`src/rtl/ram_arbiter_if.sv`:
```
// Bus bundle for ram_arbiter: two requester ports (A = instruction fetch,
// B = load/store), the single-port RAM pins and the busy flag.
// The slave modport is the arbiter's view. The master modport is the
// surrounding system's view: the requesters plus the RAM instance.
interface ram_arbiter_if #(
   parameter int DWIDTH = 16,
   parameter int AWIDTH = 3
);
   // port A
   logic              a_req;
   logic              a_we;
   logic [AWIDTH-1:0] a_addr;
   logic [DWIDTH-1:0] a_wdata;
   logic              a_ack;
   logic [DWIDTH-1:0] a_rdata;
   // port B
   logic              b_req;
   logic              b_we;
   logic [AWIDTH-1:0] b_addr;
   logic [DWIDTH-1:0] b_wdata;
   logic              b_ack;
   logic [DWIDTH-1:0] b_rdata;
   // RAM side
   logic              ram_we;
   logic [AWIDTH-1:0] ram_addr;
   logic [DWIDTH-1:0] ram_wdata;
   logic [DWIDTH-1:0] ram_rdata;
   // status
   logic              busy;

   modport slave (
      input  a_req, a_we, a_addr, a_wdata,
      output a_ack, a_rdata,
      input  b_req, b_we, b_addr, b_wdata,
      output b_ack, b_rdata,
      output ram_we, ram_addr, ram_wdata,
      input  ram_rdata,
      output busy
   );

   modport master (
      output a_req, a_we, a_addr, a_wdata,
      input  a_ack, a_rdata,
      output b_req, b_we, b_addr, b_wdata,
      input  b_ack, b_rdata,
      input  ram_we, ram_addr, ram_wdata,
      output ram_rdata,
      input  busy
   );
endinterface

```
`src/rtl/ram_arbiter.sv`:
```
// ram_arbiter: shares one single-port RAM (synchronous write, combinational
// read) between port A (instruction fetch) and port B (load/store).
// At most one access is granted per clock. Each granted access is answered
// by a registered one-cycle ack, together with the read data that was
// captured on the same edge.
// Optional build macro RAM_ARBITER_FIXED_PRIO_EN: when it is defined, port A
// always wins contention. Otherwise contention is resolved round-robin.
module ram_arbiter #(
   parameter int DWIDTH = 16,
   parameter int AWIDTH = 3
) (
   input logic           clk,
   input logic           reset,
   ram_arbiter_if.slave  bus
);

   // Registered state.
   logic              a_ack_reg,   a_ack_next;
   logic              b_ack_reg,   b_ack_next;
   logic [DWIDTH-1:0] a_rdata_reg, a_rdata_next;
   logic [DWIDTH-1:0] b_rdata_reg, b_rdata_next;
`ifndef RAM_ARBITER_FIXED_PRIO_EN
   // Records the port granted most recently: 1 = B, 0 = A.
   logic              last_reg,    last_next;
`endif

   // Combinational grant.
   logic a_elig;
   logic b_elig;
   logic grant_a;
   logic grant_b;

   // A port whose ack is high is completing this cycle, so its request is
   // ignored for that cycle. This ack bubble is what makes port B get served
   // under continuous port A traffic.
   assign a_elig = bus.a_req & ~a_ack_reg;
   assign b_elig = bus.b_req & ~b_ack_reg;

   // Grant selection: a single eligible port is always granted.
`ifdef RAM_ARBITER_FIXED_PRIO_EN
   always_comb begin
      grant_a = a_elig;
      grant_b = b_elig & ~a_elig;
   end
`else
   always_comb begin
      grant_a = a_elig;
      grant_b = b_elig;
      if (a_elig && b_elig) begin
         grant_a = last_reg;
         grant_b = ~last_reg;
      end
   end
`endif

   // State register: acks, captured read data and round-robin history.
   always_ff @(posedge clk or posedge reset) begin
      if (reset) begin
         a_ack_reg   <= 1'b0;
         b_ack_reg   <= 1'b0;
         a_rdata_reg <= '0;
         b_rdata_reg <= '0;
`ifndef RAM_ARBITER_FIXED_PRIO_EN
         last_reg    <= 1'b1;
`endif
      end else begin
         a_ack_reg   <= a_ack_next;
         b_ack_reg   <= b_ack_next;
         a_rdata_reg <= a_rdata_next;
         b_rdata_reg <= b_rdata_next;
`ifndef RAM_ARBITER_FIXED_PRIO_EN
         last_reg    <= last_next;
`endif
      end
   end

   // Next state: ack the granted port and capture the RAM output. On a write
   // the captured value is the old contents, because the RAM updates on this
   // same edge. The read data registers hold their value when there is no grant.
   always_comb begin
      a_ack_next   = grant_a;
      b_ack_next   = grant_b;
      a_rdata_next = a_rdata_reg;
      b_rdata_next = b_rdata_reg;
      if (grant_a) a_rdata_next = bus.ram_rdata;
      if (grant_b) b_rdata_next = bus.ram_rdata;
`ifndef RAM_ARBITER_FIXED_PRIO_EN
      last_next = last_reg;
      if (grant_a)      last_next = 1'b0;
      else if (grant_b) last_next = 1'b1;
`endif
   end

   // Outputs: the RAM is driven from the granted port and defaults to port A.
   // The write enable is gated by reset, so an access interrupted by reset
   // cannot corrupt memory.
   always_comb begin
      bus.ram_addr  = bus.a_addr;
      bus.ram_wdata = bus.a_wdata;
      if (grant_b) begin
         bus.ram_addr  = bus.b_addr;
         bus.ram_wdata = bus.b_wdata;
      end
      bus.ram_we  = ((grant_a & bus.a_we) | (grant_b & bus.b_we)) & ~reset;
      bus.busy    = grant_a | grant_b;
      bus.a_ack   = a_ack_reg;
      bus.b_ack   = b_ack_reg;
      bus.a_rdata = a_rdata_reg;
      bus.b_rdata = b_rdata_reg;
   end

endmodule

```
`src/flat_wrapper.sv`:
```
// flat-port wrapper written by rule: the top's interface ports become plain ports
module ram_arbiter_flat 
#(
   parameter int DWIDTH = 16,
   parameter int AWIDTH = 3
)
  (clk, reset, bus_a_req, bus_a_we, bus_a_addr, bus_a_wdata, bus_a_ack, bus_a_rdata, bus_b_req, bus_b_we, bus_b_addr, bus_b_wdata, bus_b_ack, bus_b_rdata, bus_ram_we, bus_ram_addr, bus_ram_wdata, bus_ram_rdata, bus_busy);
  ram_arbiter_if #(.DWIDTH(DWIDTH), .AWIDTH(AWIDTH)) bus_i ();
  input logic clk;
  input logic reset;
  input wire logic [$bits(bus_i.a_req)-1:0] bus_a_req;
  input wire logic [$bits(bus_i.a_we)-1:0] bus_a_we;
  input wire logic [$bits(bus_i.a_addr)-1:0] bus_a_addr;
  input wire logic [$bits(bus_i.a_wdata)-1:0] bus_a_wdata;
  output wire logic [$bits(bus_i.a_ack)-1:0] bus_a_ack;
  output wire logic [$bits(bus_i.a_rdata)-1:0] bus_a_rdata;
  input wire logic [$bits(bus_i.b_req)-1:0] bus_b_req;
  input wire logic [$bits(bus_i.b_we)-1:0] bus_b_we;
  input wire logic [$bits(bus_i.b_addr)-1:0] bus_b_addr;
  input wire logic [$bits(bus_i.b_wdata)-1:0] bus_b_wdata;
  output wire logic [$bits(bus_i.b_ack)-1:0] bus_b_ack;
  output wire logic [$bits(bus_i.b_rdata)-1:0] bus_b_rdata;
  output wire logic [$bits(bus_i.ram_we)-1:0] bus_ram_we;
  output wire logic [$bits(bus_i.ram_addr)-1:0] bus_ram_addr;
  output wire logic [$bits(bus_i.ram_wdata)-1:0] bus_ram_wdata;
  input wire logic [$bits(bus_i.ram_rdata)-1:0] bus_ram_rdata;
  output wire logic [$bits(bus_i.busy)-1:0] bus_busy;
  assign bus_i.a_req = bus_a_req;
  assign bus_i.a_we = bus_a_we;
  assign bus_i.a_addr = bus_a_addr;
  assign bus_i.a_wdata = bus_a_wdata;
  assign bus_a_ack = bus_i.a_ack;
  assign bus_a_rdata = bus_i.a_rdata;
  assign bus_i.b_req = bus_b_req;
  assign bus_i.b_we = bus_b_we;
  assign bus_i.b_addr = bus_b_addr;
  assign bus_i.b_wdata = bus_b_wdata;
  assign bus_b_ack = bus_i.b_ack;
  assign bus_b_rdata = bus_i.b_rdata;
  assign bus_ram_we = bus_i.ram_we;
  assign bus_ram_addr = bus_i.ram_addr;
  assign bus_ram_wdata = bus_i.ram_wdata;
  assign bus_i.ram_rdata = bus_ram_rdata;
  assign bus_busy = bus_i.busy;
  ram_arbiter #(.DWIDTH(DWIDTH), .AWIDTH(AWIDTH)) u_core (.clk(clk), .reset(reset), .bus(bus_i));
endmodule
```
`config.mk`:
```
export PLATFORM = sky130hd
export DESIGN_NAME = ram_arbiter_flat
export DESIGN_NICKNAME = d
export VERILOG_FILES = /design/src/rtl/ram_arbiter_if.sv /design/src/rtl/ram_arbiter.sv /design/src/flat_wrapper.sv
export SDC_FILE = /design/constraint.sdc
export NUM_CORES = 1
export LEC_CHECK = 0
export CAP_MARGIN = 20
export CORE_UTILIZATION = 35
export CTS_CLUSTER_DIAMETER = 150
export DETAILED_ROUTE_END_ITERATION = 10
export PLACE_DENSITY = 0.78
export REMOVE_ABC_BUFFERS = 1
export SLEW_MARGIN = 0
export SYNTH_ARGS = -nofsm -noshare
export SYNTH_HDL_FRONTEND = slang
export SYNTH_SLANG_ARGS = --single-unit
```
`constraint.sdc`:
```
create_clock -name clk -period 4.9 [get_ports clk]
set_input_delay 0.98 -clock clk [delete_from_list [all_inputs] [get_ports clk]]
set_output_delay 0.98 -clock clk [all_outputs]
set_load 0.05 [all_outputs]
```
==> results.md, run 1 <==
- Status: finished, final reports clean
- Reg2reg end: u_core.bus.b_rdata[5]
- Setup crit end kind: output pin
- FF+latch area: 877 um^2
- Antenna violations before repair: 0
- Commonest non-fill, non-tap cell in the layout: clkdlybuf4s50_1
- Die width: 72.8 um
- Pre-CTS setup slack: 0.760 ns
- HPWL Detailed: 3.29 mm
- Postcts setup bufs: 0
- CP startpoint: bus_a_req
- P&R area growth vs syn: 74.2%
- Cell area after synthesis: 0.00175 mm^2
- Clock period minus worst slack: 4.14 ns
- RD Place Congestion: 0.668
- Critical path buffer and inverter count: 3
- Vias: 1286
- WL/cell: 14.7 um
- Core Box Area: 0.00479 mm^2
- I/O Buffers: 114
- H-Tree Depth: 2
- Synth top area share: 48.5%
- Cell variety after synth: 16
- Synth top area cells: dfrtp_1 (49%), mux2_4 (31%), mux2_2 (6.4%)
- Placed cell area: 0.00295 mm^2
- Clk root buf: clkbuf_8
- Final TNS setup: 0 ns
- Max Slew Vio Count: 0
- # DRC: 0
- Synth area leader: dfrtp_1
- # fillers: 388
- Critical path depth in cells: 6
- Final cell area excluding filler cells: 0.00305 mm^2
- Grt total ovfl: 0
- Commonest cells after routing, fill and taps aside: clkdlybuf4s50_1 (114), mux2_4 (36), dfrtp_1 (34), mux2_2 (10), clkbuf_8 (7)
- Die Ht: 72.8 um
- N_diodes: 0
- Die Area: 0.00530 mm^2
- Num CTS Buffers: 5
- Layout cell share with drive strength beyond 1: 28.4%
- R2R depth: 4
- Mean Syn Cell Area: 16.9 um^2
- Multi-input logic area: 811 um^2
- Critical path's most frequent cell: clkdlybuf4s50_1
- PostCTS Resize Cnt: 0
- Largest net degree at the start of global routing: 36
- Worst-Margin Slew: 0.531 ns
- Crit share post-route: 84.5%
- WS Path Type: in -> out
- Critical path capture point: bus_ram_addr[2]
- #FFs+latches synth: 35
- Post-Syn Instances: 104
- Setup crit start kind: input port
- Max incr delay on CP: 0.70 ns
- Initial Util: 36.6%
- Final Skew: 0.00397 ns
- Crit path DAT: 3.16 ns
- Final setup fails: 0
- Flop2flop setup slack: 3.26 ns
- Final hold vios: 0
- # IOs: 115
- DRT Pass-1 Iters: 4
- Clk_lat worst skew: 0.27 ns
- Cell Chain, Critical Path: clkdlybuf4s50_1, nand2b_4, o21bai_4, buf_4, mux2_4, clkdlybuf4s50_1
- Max Cap Viol: 0
- DRT antenna net count: 0
- Reg2reg start: u_core.last_reg
- Vias in the first global route: 1360
- Power Dens Cells: 499 mW/mm^2
- Post-CTS Hold Buffers: 0
- Worst endpoint required time: 3.92 ns
- Hold crit path type: reg -> reg
- Detailed Route Iter0 Violations: 23
- Final worst slack: 0.762 ns
- Peak supply drop: 386 uV
- Slew headroom: 64.5%
- CTS tree: done
- Register area share after synthesis: 50.0%
- Nets: 284
- Warnings, synthesis: 0
- RSZ-0062 raised after global routing: false
- Vias per cell: 4.40
- Clock sinks: 35
- CP max stage cell: clkdlybuf4s50_1
- Row count: 25
- Critical path fanouts, max: 25
- P_leak: 1.35 nW
- Clk buf depth: 2
- Largest delay share family, worst path: buffers and inverters
- WL final: 4.30 mm
- First-pass GRT wire length: 6.56 mm
- Clock slew at reported path FFs: 0.06 ns
- FMAX: 0.242 GHz
- Total track usage: 16.5%
cells in the mapped netlist:
cell / instances
a21o_2: 1
dfrtp_1: 34
buf_12: 1
o21bai_1: 1
nand2b_4: 2
inv_1: 3
nor2b_1: 1
buf_6: 4
nor2_4: 1
mux2_1: 5
mux2_2: 10
nor3b_2: 1
mux2_4: 36
nand2_1: 2
dfstp_2: 1
o2bb2ai_1: 1
final cells by class:
class                   instances  area share (%)
flip-flops and latches         35            28.7
multi-input cells              61            26.5
well taps                      67            2.74
inverters                       3           0.369
clock buffers                   8            3.28
repair buffers                118            38.3
report_power, final:
part / leakage [nW] / internal, mW / switching (mW) / total [mW]
clock network: 0.0515 / 0.128 / 0.0944 / 0.223
logic: 0.887 / 0.358 / 0.515 / 0.872
registers: 0.409 / 0.378 / 0.0495 / 0.428
logic make-up (layout without fill, tap and decap cells):
kind of cell	Yosys count	count (layout)	share of synthesized area, %
AOI/OAI and AO/OA	3	3	1.43
buffers and inverters	8	129	4.35
DFF	35	35	50.0
muxes	51	51	40.5
and+or+nand+nor	7	7	3.71
how the worst min path moves through the flow:
stage / startpoint / to / slack [ns] / cells after the start
2_1_floorplan: u_core.last_reg / u_core.last_reg / 0.54 / 1
3_3_place_gp: u_core.bus.b_rdata[7] / u_core.bus.b_rdata[7] / 0.47 / 1
3_5_place_dp: u_core.bus.b_rdata[10] / u_core.bus.b_rdata[10] / 0.48 / 1
4_1_cts: u_core.bus.b_rdata[10] / u_core.bus.b_rdata[10] / 0.50 / 1
5_1_grt: u_core.bus.a_rdata[13] / u_core.bus.a_rdata[13] / 0.52 / 1
6_report: u_core.bus.b_rdata[10] / u_core.bus.b_rdata[10] / 0.49 / 1
metal layers:
metal  part of all wire, %  track usage [%]  vias up  wire length, um
li1                      -                -      605                -
met1                    42             20.5      620             1790
met2                    49             26.9       59             2100
met3                   8.8             6.91        2              379
met4                  0.70             3.49        0               30
met5                     0                0        -                0
stage by stage:
stage / hold WS [ns] / utilization, % / instances / power (mW)
finish: 0.492 / 63.8 / 292 / 1.52
global route: 0.524 / 63.8 / 292 / 1.59
CTS: 0.497 / 63.8 / 292 / 1.54
detailed placement: 0.481 / 61.7 / 284 / 1.31
global placement: 0.473 / 61.7 / 284 / 1.30
floorplan: 0.539 / - / 99 / 1.01
No activity file was read; power rests on OpenSTA's default activity.
==> run 2: changes to the inputs <==
==> constraint.sdc (replaced) <==
create_clock -name clk -period 4.3 [get_ports clk]
set_input_delay 0.86 -clock clk [delete_from_list [all_inputs] [get_ports clk]]
set_output_delay 0.86 -clock clk [all_outputs]
set_load 0.05 [all_outputs]
==> run 2 against run 1 <==
Effect of this change: global-route usage decreased by 0.58 points; clock power grew 15%; wire length down 3.8%; critical endpoint is now bus_ram_wdata[7]; largest cell class unchanged; largest power group unchanged.
==> results.md, run 2 (synthesized netlist as in run 1, its figures left out) <==
- P&R area growth vs syn: 75.2%
- Worst endpoint required time: 3.44 ns
- # IOs: 115
- Largest net degree at the start of global routing: 36
- RSZ-0062 raised after global routing: false
- CP max stage cell: clkdlybuf4s50_1
- Hold crit path type: reg -> reg
- Critical path's most frequent cell: clkdlybuf4s50_1
- Grt total ovfl: 0
- Final Skew: 0.00387 ns
- Max Cap Viol: 0
- Pre-CTS setup slack: 0.552 ns
- Final hold vios: 0
- HPWL Detailed: 3.20 mm
- Flop2flop setup slack: 2.53 ns
- WL final: 4.14 mm
- FMAX: 0.267 GHz
- Initial Util: 36.6%
- Fin util: 64.2%
- Clk buf depth: 2
- # DRC: 0
- Die width: 72.8 um
- Vias: 1290
- Vias in the first global route: 1339
- Worst-Margin Slew: 0.526 ns
- Hold_ws: 0.498 ns
- Setup crit end kind: output pin
- Commonest cells after routing, fill and taps aside: clkdlybuf4s50_1 (113), mux2_4 (36), dfrtp_1 (34), mux2_2 (10), clkbuf_8 (7)
- Die Ht: 72.8 um
- R2R depth: 5
- N_diodes: 0
- Total track usage: 15.9%
- I/O Buffers: 114
- Clock slew at reported path FFs: 0.07 ns
- DRT Pass-1 Iters: 2
- Die Area: 0.00530 mm^2
- H-Tree Depth: 2
- Critical path capture point: bus_ram_wdata[7]
- Reg2reg start: u_core.last_reg
- Postcts setup bufs: 0
- Design Power: 1.74 mW
- Final setup fails: 0
- Final worst slack: 0.562 ns
- Num CTS Buffers: 5
- CTS tree: done
- WS Path Type: in -> out
- CP startpoint: bus_a_req
- Slew headroom: 64.8%
- Placed cell area: 0.00297 mm^2
- Peak supply drop: 386 uV
- Status: finished, final reports clean
- Crit share post-route: 86.9%
- Clock sinks: 35
- Final cell area excluding filler cells: 0.00307 mm^2
- Reg2reg end: u_core.bus.b_rdata[5]
- Nets: 285
- Layout cell share with drive strength beyond 1: 29.2%
- Cell Chain, Critical Path: clkdlybuf4s50_1, nand2b_4, o21bai_4, buf_4, mux2_4, clkdlybuf4s50_1
- Vias per cell: 4.40
- RD Place Congestion: 0.668
- Crit path DAT: 2.88 ns
- Clk_lat worst skew: 0.28 ns
- Commonest non-fill, non-tap cell in the layout: clkdlybuf4s50_1
- WL/cell: 14.1 um
- PostCTS Resize Cnt: 0
- Max Slew Vio Count: 0
- Clock period minus worst slack: 3.74 ns
- Clk root buf: clkbuf_8
- Row count: 25
- Power Dens Cells: 566 mW/mm^2
- Setup crit start kind: input port
- Max incr delay on CP: 0.71 ns
- Post-CTS Hold Buffers: 0
- DRT antenna net count: 0
- Core Box Area: 0.00479 mm^2
- First-pass GRT wire length: 6.29 mm
- Antenna violations before repair: 0
- P_leak: 1.36 nW
- Critical path fanouts, max: 12
- Detailed Route Iter0 Violations: 19
==> run 2: cell count changes in the layout (fill, tap and decap cells not counted), sizes merged <==
cell	previous run	this run
clkdlybuf4s50	114	113
buf	4	6
==> run 2: how the worst min path moves through the flow <==
| stage | startpoint | cells after the start | to |
|---|---|---|---|
| 6_report | u_core.bus.b_rdata[10] | 1 | u_core.bus.b_rdata[10] |
| 5_1_grt | u_core.bus.b_rdata[7] | 1 | u_core.bus.b_rdata[7] |
| 4_1_cts | u_core.bus.b_rdata[10] | 1 | u_core.bus.b_rdata[10] |
| 3_5_place_dp | u_core.bus.b_rdata[7] | 1 | u_core.bus.b_rdata[7] |
| 3_3_place_gp | u_core.bus.b_rdata[7] | 1 | u_core.bus.b_rdata[7] |
| 2_1_floorplan | u_core.last_reg | 1 | u_core.last_reg |
==> run 2: critical path, delay by kind of cell <==
family                 cells  cell delay, ns
and+or+nand+nor            1            0.09
buffers and inverters      3            1.48
muxes                      1            0.32
AOI/OAI and AO/OA          1            0.12
==> run 2: metrics by stage <==
stage               instances  TNS (ns)
finish                    293         0
global route              293         0
CTS                       293         0
detailed placement        285         0
global placement          285         0
floorplan                  99    -11.90
==> run 2: metal layers <==
layer / up-vias / GRT usage, % / wire (um)
li1: 606 / - / -
met1: 623 / 18.7 / 1660
met2: 56 / 26.6 / 2050
met3: 5 / 6.77 / 386
met4: 0 / 4.58 / 34
met5: - / 0 / 0
==> run 2: report_power, final <==
part | leakage (nW) | internal [mW] | total, mW | switching (mW)
Combinational | 0.897 | 0.411 | 0.995 | 0.584
Sequential | 0.409 | 0.431 | 0.487 | 0.0561
Clock | 0.0515 | 0.146 | 0.257 | 0.111
Total | 1.36 | 0.988 | 1.74 | 0.751
==> run 2: layout make-up <==
type	count	area (um^2)
clock buffers	8	100
fillers	402	1710
inverters	3	11.3
multi-input cells	61	811
flip-flops and latches	35	877
well taps	67	83.8
repair buffers	119	1190
